===== config.mk =====
export PLATFORM = sky130hd
export DESIGN_NAME = switch_debounce
export DESIGN_NICKNAME = d
export VERILOG_FILES = /design/src/rtl/switch_debounce.sv
export SDC_FILE = /design/constraint.sdc
export NUM_CORES = 1
export LEC_CHECK = 0
export CAP_MARGIN = 20
export CORE_AREA = 2 2 109 132
export CTS_CLUSTER_DIAMETER = 100
export CTS_CLUSTER_SIZE = 25
export DETAILED_ROUTE_END_ITERATION = 6
export DIE_AREA = 0 0 111 134
export MAX_ROUTING_LAYER = met4
export PLACE_DENSITY = 0.8
export RECOVER_POWER = 25
export SYNTH_ARGS = -nofsm -noshare
export SYNTH_HDL_FRONTEND = slang
export SYNTH_SLANG_ARGS = --single-unit

===== constraint.sdc =====
create_clock -name clock -period 8.8 [get_ports clock]
set_input_delay 1.76 -clock clock [delete_from_list [all_inputs] [get_ports clock]]
set_output_delay 1.76 -clock clock [all_outputs]
set_load 0.01 [all_outputs]

===== src/rtl/switch_debounce.sv =====
// Switch input conditioning: two-flop synchroniser, shared sample tick and
// per-bit tick-sampled debounce, with a sticky change mask for software.

module switch_debounce_bit #(
    parameter int STABLE_CNT = 4
) (
    input  logic clock,
    input  logic reset,
    input  logic tick,
    input  logic level,
    output logic state,
    output logic accept
);
    localparam int CW = $clog2(STABLE_CNT + 1);
    localparam logic [CW-1:0] CNT_LAST = CW'(STABLE_CNT - 1);

    logic [CW-1:0] cnt;

    // Accepted on the tick that completes a run of differing samples.
    assign accept = tick && (level != state) && (cnt == CNT_LAST);

    always_ff @(posedge clock or posedge reset) begin
        if (reset) begin
            cnt   <= '0;
            state <= 1'b0;
        end else if (tick) begin
            if (level == state) begin
                cnt <= '0;
            end else if (cnt == CNT_LAST) begin
                cnt   <= '0;
                state <= level;
            end else begin
                cnt <= cnt + 1'b1;
            end
        end
    end
endmodule

module switch_debounce #(
    parameter int WIDTH      = 24,
    parameter int TICK_DIV   = 23000,
    parameter int STABLE_CNT = 4
) (
    input  logic             clock,
    input  logic             reset,
    input  logic [WIDTH-1:0] switch_raw,
    input  logic             clear_changes,
    output logic [WIDTH-1:0] switch_out,
    output logic [WIDTH-1:0] changed_mask,
    output logic             change_pulse,
    output logic             sample_tick
);
    localparam int PW = $clog2(TICK_DIV);
    localparam logic [PW-1:0] PCNT_LAST = PW'(TICK_DIV - 1);

    logic [WIDTH-1:0] sync1;
    logic [WIDTH-1:0] sync2;
    logic [WIDTH-1:0] set_bits;
    logic [PW-1:0]    pcnt;

    always_ff @(posedge clock or posedge reset) begin
        if (reset) begin
            sync1 <= '0;
            sync2 <= '0;
        end else begin
            sync1 <= switch_raw;
            sync2 <= sync1;
        end
    end

    // Tick is registered so it is high the cycle after the wrap point.
    always_ff @(posedge clock or posedge reset) begin
        if (reset) begin
            pcnt        <= '0;
            sample_tick <= 1'b0;
        end else begin
            sample_tick <= (pcnt == PCNT_LAST);
            pcnt        <= (pcnt == PCNT_LAST) ? '0 : pcnt + 1'b1;
        end
    end

    for (genvar i = 0; i < WIDTH; i++) begin : g_bit
        switch_debounce_bit #(
            .STABLE_CNT(STABLE_CNT)
        ) u_bit (
            .clock  (clock),
            .reset  (reset),
            .tick   (sample_tick),
            .level  (sync2[i]),
            .state  (switch_out[i]),
            .accept (set_bits[i])
        );
    end

    // Newly set bits win over a simultaneous clear.
    always_ff @(posedge clock or posedge reset) begin
        if (reset) begin
            changed_mask <= '0;
            change_pulse <= 1'b0;
        end else begin
            changed_mask <= (changed_mask & ~{WIDTH{clear_changes}}) | set_bits;
            change_pulse <= |set_bits;
        end
    end
endmodule


==> flow_summary.json, run 1 <==
{
  "wl_mm": 13.5,
  "crit_path_max_fanout": 72,
  "r2r_start": "sample_tick",
  "design_area_um2": 9020,
  "cts_buffers": 17,
  "yosysMostFrequentCell": "dfrtp_1",
  "ys_seq_elements": 185,
  "clock_latency_ns": 0.43,
  "rsz0062_at_grt": "false",
  "yosysTopAreaCell": "dfrtp_1",
  "critPathLaunch": "sample_tick",
  "clk_root_buffer_cell": "clkbuf_16",
  "core_area_um2": 13600,
  "p_leak_nw": 4.12,
  "instances_no_fill": 879,
  "io_pins": 77,
  "internal_power_mw": 1.33,
  "first_iter_violations": 185,
  "grt_start_max_net_pins": 116,
  "h-tree-depth": 4,
  "clkSinkCount": 185,
  "pwr-share-seq": 0.518,
  "synth_commonest_cells": "dfrtp_1, inv_1, mux2_2, o22ai_1, nand2_1",
  "grt_usage": 0.196,
  "netlist_instances": 637,
  "wire_per_inst_um": 15.4,
  "synth_cell_types": 34,
  "cp-start-kind": "register",
  "initial_core_util": 0.563,
  "max_freq_mhz": 203,
  "status": "finished, violations left",
  "grt_pass1_wl_mm": 22.6,
  "finalPower_mw": 1.67,
  "timing.max_slew.rel_slack": -1.04,
  "finalClockSkew_ns": 0.00539,
  "overflow": 0,
  "routabilityCongestion": 0.793,
  "hp-start": "sync1[17]",
  "worst_pin_slew_ns": 3.06,
  "p_per_area_nw_per_um2": 186,
  "critPathRequiredTime_ns": 9.15,
  "drv_cap": 2,
  "dr.pass1.iters": 4,
  "crit_path_end_kind": "register",
  "crit_slowest_cell": "clkbuf_1",
  "clock_path_buffers": 2,
  "cp.arrival_ns": 5.27,
  "post-route-util": 0.664,
  "ys_seq_area_frac": 0.605,
  "cts_tree": "done",
  "drive_gt1_frac": 0.117,
  "hold_viol_final": 0,
  "die_y_um": 134,
  "port_buffers": 76,
  "cts_setup_buffers": 0,
  "synthFlopType": "dfrtp_1",
  "sw_frac_of_total": 0.208,
  "place_hpwl_mm": 8.96,
  "violations": "capacitance limit, slew limit",
  "dieArea_um2": 14900,
  "clkPwrFrac": 0.456,
  "synth_async_sr_flop_share": 1.00,
  "peakVddDrop_uv": 131,
  "place_area_um2": 8410,
  "drtAntennaViolNets": 0,
  "area_growth_pct": 17.9,
  "route.detailed.drc": 0,
  "path_clk_slew_ns": 0.07,
  "hold_class": "reg -> reg",
  "synth_edf_count": 0,
  "p_comb_frac": 0.027,
  "cpPeakStageDelay_ns": 2.25,
  "syn_area_um2": 7650,
  "synth_nets": 689,
  "dp_cells": 846,
  "synthTopCellsByArea": "dfrtp_1, mux2_2, ha_1",
  "maxSlewViolCount": 125,
  "setup_viol": 0,
  "die_w_um": 111,
  "viasPerCell": 5.40,
  "grt_pass1_vias": 4892,
  "fin_setup_tns_ns": 0,
  "fin_crit_ns": 4.92,
  "postCtsHoldBufs": 0,
  "yosysWarnings": 0,
  "path_cells": "clkbuf_1 > nand3b_1 > o22ai_1 > nor4_1 > nand4_1",
  "nNetsFinal": 747,
  "rows": 47,
  "antenna_cells": 0,
  "fin_crit_sh": 0.559,
  "syn_avg_cell_area_um2": 12.0,
  "grt_antenna_before_repair": 0,
  "switchingPower_uw": 348,
  "cts-resized-gates": 0,
  "vias": 4746,
  "yosys.area.top_type_share": 0.605,
  "path_class": "reg -> reg"
}
[path summary, 6_finish.rpt]
path	endpoint	slack (ns)	depth (start not counted)
worst max-delay path	change_pulse	3.88	5
worst min-delay path	sync2[17]	0.35	0
worst max register to register	change_pulse	3.88	5
worst min register to register	sync2[17]	0.35	0
max in group asynchronous	g_bit[17].u_bit.cnt[2]	5.27	4
min in group asynchronous	sync1[1]	1.81	2
[worst max-delay path, delay by kind of cell, from the launching register on]
| family | cells | cell delay, ns |
|---|---|---|
| buffers and inverters | 1 | 2.25 |
| flip-flops | 1 | 1.46 |
| AND/OR/NAND/NOR | 3 | 0.73 |
| AO/OA/AOI/OAI | 1 | 0.39 |
[per-stage QoR]
step           hold slack (ns)  setup WS (ns)
2_1_floorplan            0.331           2.01
3_3_place_gp             0.332           4.82
3_5_place_dp             0.335           4.74
4_1_cts                  0.347           5.18
5_1_grt                  0.350           3.47
6_report                 0.346           3.88
[sequential cells by signal, summed over array words and instances, names as in the netlist]
| name | flops |
|---|---|
| g_bit.u_bit.cnt | 72 |
| changed_mask | 24 |
| g_bit.u_bit.state | 24 |
| sync1 | 24 |
| sync2 | 24 |
| pcnt | 15 |
| change_pulse | 1 |
| sample_tick | 1 |
[placed cells by master, fill, tap and decap left out, types with 5 or more instances in the layout]
cell type,netlist,final
mux2_2,47,47
nand3b_1,20,20
nor3_1,16,16
inv_1,61,60
o22ai_1,47,47
and2_0,0,5
nand3_1,7,7
nor2_1,22,22
nor2b_1,14,14
clkdlybuf4s50_1,0,51
nand2_1,32,32
dfrtp_1,185,185
xor2_1,13,13
o21ai_0,30,30
clkbuf_16,0,17
a21o_1,6,6
ha_1,25,25
dlygate4sd3_1,0,25
clkinvlp_4,0,5
xnor2_1,21,21
and2_1,18,13
[final cells by class]
cell class,instances,area (µm²)
multi-input cells,351,2550
clock inverters,10,116
clock buffers,22,484
inverters,61,230
fillers,950,4560
repair buffers,79,800
flip-flops and latches,185,4630
well taps,171,214
[per-layer routing]
metal | vias up | track usage | part of all wire
met4 | 0 | 0.0778 | 0.022
met1 | 2381 | 0.230 | 0.42
li1 | 2255 | - | -
met2 | 83 | 0.328 | 0.52
met3 | 27 | 0.0474 | 0.036
met5 | - | - | 0
[power groups by stage]
stage | combinational (mW) | sequential, mW | clock (mW)
after floorplan | 0.0266 | 0.882 | 0
after global placement | 0.0452 | 0.882 | 0
after detailed placement | 0.0467 | 0.883 | 0
after CTS | 0.0471 | 0.867 | 0.775
after global routing | 0.0514 | 0.867 | 0.813
final | 0.0444 | 0.867 | 0.763
[cells by family after synthesis]
| logic type | Yosys count | share of synthesized area |
|---|---|---|
| fa+ha+maj | 25 | 0.0409 |
| buf+inv | 101 | 0.0620 |
| compound gates | 93 | 0.0731 |
| xor+xnor | 34 | 0.0389 |
| flops | 185 | 0.605 |
| mux | 50 | 0.0731 |
| simple gates | 149 | 0.107 |
Note: power is estimated with default switching activity, not from simulation.
==> inputs of run 2 (changes only) <==
clock period = 5.16 ns   (was 8.8 ns; I/O delays follow)
==> run 2 against run 1 <==
The run still ends with capacitance limit, slew limit left. Die area did not move. Final area barely moved. Sequential share of layout area barely moved. Final cell count rose by 0.23%. Sequential cell count did not move. Total power rose by 70%. Utilization barely moved. Clock power rose by 68%. Critical path depth fell by 4. Clock skew rose by 0.0029 ns. Clock-buffer cell count fell by 3. Sequential power rose by 71%. Critical endpoint is now sample_tick. Largest cell class unchanged. Largest power group unchanged. Highest routed layer unchanged.
==> flow_summary.json, run 2 (synthesized netlist as in run 1, its figures left out) <==
{
  "finalPower_mw": 2.84,
  "whs_path_depth": 0,
  "fin_hold_ws_ns": 0.347,
  "area_growth_pct": 18.0,
  "first_iter_violations": 235,
  "overflow": 0,
  "largest_register_ffs": 72,
  "route.detailed.drc": 0,
  "maxSlewViolCount": 40,
  "path_buf_inv": 1,
  "core_area_um2": 13600,
  "wl_mm": 13.5,
  "r2r_end": "change_pulse",
  "r2r_start": "sample_tick",
  "viasPerCell": 5.34,
  "worst_pin_slew_ns": 1.71,
  "clk_root_buffer_cell": "clkbuf_16",
  "critPathRequiredTime_ns": 4.13,
  "finalClockSkew_ns": 0.00827,
  "fin_crit_ns": 2.96,
  "design_area_um2": 9030,
  "fin_crit_sh": 0.574,
  "drtAntennaViolNets": 0,
  "path_class": "reg -> out",
  "drive_gt1_frac": 0.123,
  "hold_viol_final": 0,
  "largest-register": "g_bit.u_bit.cnt",
  "fillCellCount": 971,
  "grt_usage": 0.197,
  "antenna_cells": 0,
  "cpPeakStageDelay_ns": 0.83,
  "dr.pass1.iters": 4,
  "die_w_um": 111,
  "crit_slowest_cell": "dfrtp_4",
  "final_common_cell": "dfrtp_1",
  "post-route-util": 0.665,
  "cts_buffers": 17,
  "place_area_um2": 8430,
  "hold_class": "reg -> reg",
  "vias": 4703,
  "final_cell_mix": "dfrtp_1, inv_1, clkdlybuf4s50_1",
  "postCtsHoldBufs": 0,
  "cp_top_family": "flip-flops",
  "fin_setup_tns_ns": 0,
  "crit_path_max_fanout": 63,
  "status": "finished, violations left",
  "die_y_um": 134,
  "peakVddDrop_uv": 228,
  "p_leak_nw": 4.14,
  "grt_start_max_net_pins": 67,
  "timing.max_slew.rel_slack": -0.147,
  "reg2regPathDepth": 5,
  "path_clk_slew_ns": 0.07,
  "cp-start-kind": "register",
  "io_pins": 77,
  "whs_endpoint": "sync2[3]",
  "cts_tree": "done",
  "drv_cap": 1,
  "routabilityCongestion": 0.794,
  "h-tree-depth": 4,
  "clock_latency_ns": 0.43,
  "max_freq_mhz": 338,
  "rsz0062_at_grt": "false",
  "clkSinkCount": 185,
  "cts_setup_buffers": 0,
  "setup_viol": 0,
  "grt_antenna_before_repair": 0,
  "initial_core_util": 0.563,
  "hp-start": "sync1[3]",
  "grt_pass1_vias": 4908,
  "violations": "capacitance limit, slew limit",
  "nNetsFinal": 749,
  "cp.arrival_ns": 1.93,
  "wire_per_inst_um": 15.4,
  "clock_path_buffers": 2,
  "p_per_area_nw_per_um2": 315,
  "dieArea_um2": 14900,
  "crit_path_end_kind": "primary output",
  "grt_pass1_wl_mm": 22.7,
  "port_buffers": 76,
  "path_cells": "clkdlybuf4s50_1",
  "rows": 47,
  "cts-resized-gates": 0,
  "place_hpwl_mm": 9.06,
  "r2r_slack_ns": 2.92
}
==> run 2: cell type report <==
class | count | area [µm²] | area share
timing repair buffer | 81 | 818 | 0.0906
tap | 171 | 214 | 0.0237
multi-input combinational | 351 | 2550 | 0.282
clock inverter | 13 | 141 | 0.0157
clock buffer | 19 | 443 | 0.0491
inverter | 61 | 230 | 0.0255
sequential | 185 | 4630 | 0.513
==> run 2: routing by layer <==
| metal | track usage | vias up | wire, µm |
|---|---|---|---|
| li1 | - | 2266 | - |
| met1 | 0.228 | 2330 | 5740 |
| met2 | 0.332 | 83 | 7080 |
| met3 | 0.0452 | 24 | 398 |
| met4 | 0.0889 | 0 | 319 |
| met5 | - | - | 0 |
==> run 2: where the power goes <==
part	switching, mW	internal [mW]	leakage, nW	total (mW)
Combinational	0.0492	0.0290	1.39	0.0783
Sequential	0.00888	1.47	2.46	1.48
Clock	0.553	0.732	0.286	1.28
==> run 2: through the flow <==
stage               std cells  setup slack [ns]
CTS                       880              2.17
global route              881              1.77
floorplan                 637              1.75
global placement          848              2.27
detailed placement        848              2.23
finish                    881              2.20
==> run 2: how the worst max path moves through the flow <==
| stage | to | start | cells after the start |
|---|---|---|---|
| after floorplan | change_pulse | reset | 1 |
| final | sample_tick | sample_tick | 1 |
| after global placement | g_bit[12].u_bit.state | reset | 3 |
| after global routing | changed_mask[12] | reset | 3 |
| after CTS | sample_tick | sample_tick | 1 |
| after detailed placement | g_bit[12].u_bit.state | reset | 3 |
==> run 2: worst register-to-register path, cell delays in order, from the launching register on <==
cell      delay (ns)
dfrtp_4         0.72
buf_4           0.43
nand3b_1        0.25
o22ai_1         0.13
nor4_1          0.43
nand4_1         0.14
==> inputs of run 3 (changes only) <==
clock period = 2.9 ns   (was 5.16 ns; I/O delays follow)
==> run 3 against run 2 <==
The flow now finishes without violations. Final cell count down 0.11%. Clock power grew 70%. Combinational power up 80%. Final area barely moved. Critical endpoint unchanged.
==> flow_summary.json, run 3 (synthesized netlist as in run 1, its figures left out) <==
{
  "rows": 47,
  "instances_no_fill": 880,
  "peakVddDrop_uv": 350,
  "clock_latency_ns": 0.42,
  "die_y_um": 134,
  "finalClockSkew_ns": 0.00702,
  "overflow": 0,
  "io_pins": 77,
  "cp.arrival_ns": 1.84,
  "dr.pass1.iters": 4,
  "h-tree-depth": 4,
  "whs_endpoint": "sync2[8]",
  "place_hpwl_mm": 9.55,
  "vias": 4763,
  "nNetsFinal": 750,
  "grt_usage": 0.205,
  "path_clk_slew_ns": 0.06,
  "status": "finished clean",
  "fin_ws_ns": 0.476,
  "place_area_um2": 8470,
  "first_iter_violations": 239,
  "timing.max_slew.rel_slack": 0.200,
  "route.detailed.drc": 0,
  "largest_register_ffs": 72,
  "r2r_slack_ns": 0.71,
  "path_cells": "clkdlybuf4s50_1",
  "core_area_um2": 13600,
  "post-place-ws_ns": 0.715,
  "hold_viol_final": 0,
  "p_per_area_nw_per_um2": 548,
  "p_leak_nw": 4.13,
  "grt_pass1_wl_mm": 23.6,
  "dp_cells": 850,
  "worst_pin_slew_ns": 1.20,
  "wire_per_inst_um": 15.9,
  "drive_gt1_frac": 0.117,
  "dieArea_um2": 14900,
  "grt_antenna_before_repair": 0,
  "path_class": "reg -> out",
  "area_growth_pct": 17.9,
  "hp-start": "sync1[8]",
  "die_w_um": 111,
  "postCtsHoldBufs": 0,
  "initial_core_util": 0.563,
  "final_common_cell": "dfrtp_1",
  "max_freq_mhz": 413,
  "setup_viol": 0,
  "clk_root_buffer_cell": "clkbuf_16",
  "reg2regPathDepth": 5,
  "grt_pass1_vias": 5090,
  "finalPower_mw": 4.95,
  "cts_tree": "done",
  "critPathLaunch": "sample_tick",
  "cts-resized-gates": 0,
  "crit_slowest_cell": "dfrtp_4",
  "critPathRequiredTime_ns": 2.32,
  "final_cell_mix": "dfrtp_1, inv_1, clkdlybuf4s50_1",
  "crit_path_end_kind": "primary output",
  "crit_path_max_fanout": 50,
  "clock_path_buffers": 2,
  "post-route-util": 0.664,
  "r2r_end": "pcnt[14]",
  "wl_mm": 14.0,
  "whs_path_depth": 0,
  "r2r_start": "pcnt[0]",
  "fin_crit_sh": 0.836,
  "grt_start_max_net_pins": 89,
  "cts_setup_buffers": 0,
  "routabilityCongestion": 0.779,
  "cts_buffers": 17,
  "rsz0062_at_grt": "false",
  "fin_crit_ns": 2.42,
  "drv_cap": 0,
  "cpPeakStageDelay_ns": 0.76,
  "design_area_um2": 9020,
  "antenna_cells": 0,
  "cp_top_family": "flip-flops",
  "port_buffers": 76,
  "viasPerCell": 5.41,
  "largest-register": "g_bit.u_bit.cnt",
  "drtAntennaViolNets": 0,
  "hold_class": "reg -> reg",
  "cp-start-kind": "register",
  "maxSlewViolCount": 0,
  "path_buf_inv": 1,
  "clkSinkCount": 185
}
-- run 3: worst max-delay path by stage --
stage | to | slack, ns | depth (start not counted)
global route | sample_tick | 0.41 | 1
CTS | sample_tick | 0.46 | 1
floorplan | change_pulse | -0.06 | 1
finish | sample_tick | 0.48 | 1
detailed placement | pcnt[14] | 0.71 | 5
global placement | pcnt[14] | 0.79 | 5
-- run 3: metal layers --
layer | vias up | share of wire | global-route usage
met5 | - | 0 | -
met4 | 0 | 0.024 | 0.0861
met3 | 24 | 0.031 | 0.0438
met2 | 82 | 0.53 | 0.355
met1 | 2399 | 0.41 | 0.231
li1 | 2258 | - | -
-- run 3: through the flow --
step           hold WS [ns]  TNS (ns)
4_1_cts               0.350         0
3_3_place_gp          0.333         0
5_1_grt               0.354         0
2_1_floorplan         0.331    -10.83
3_5_place_dp          0.336         0
6_report              0.348         0
-- run 3: where the power goes --
| group | switching [mW] | internal [mW] |
|---|---|---|
| logic | 0.0888 | 0.0518 |
| registers | 0.0164 | 2.61 |
| clock network | 0.912 | 1.26 |
| total | 1.02 | 3.93 |
-- run 3: cell type report --
cell class / count / area [µm²]
fillers: 968 / 4560
repair buffers: 82 / 840
flip-flops and latches: 185 / 4630
multi-input cells: 351 / 2550
inverters: 61 / 230
clock buffers: 24 / 492
well taps: 171 / 214
clock inverters: 6 / 66.3
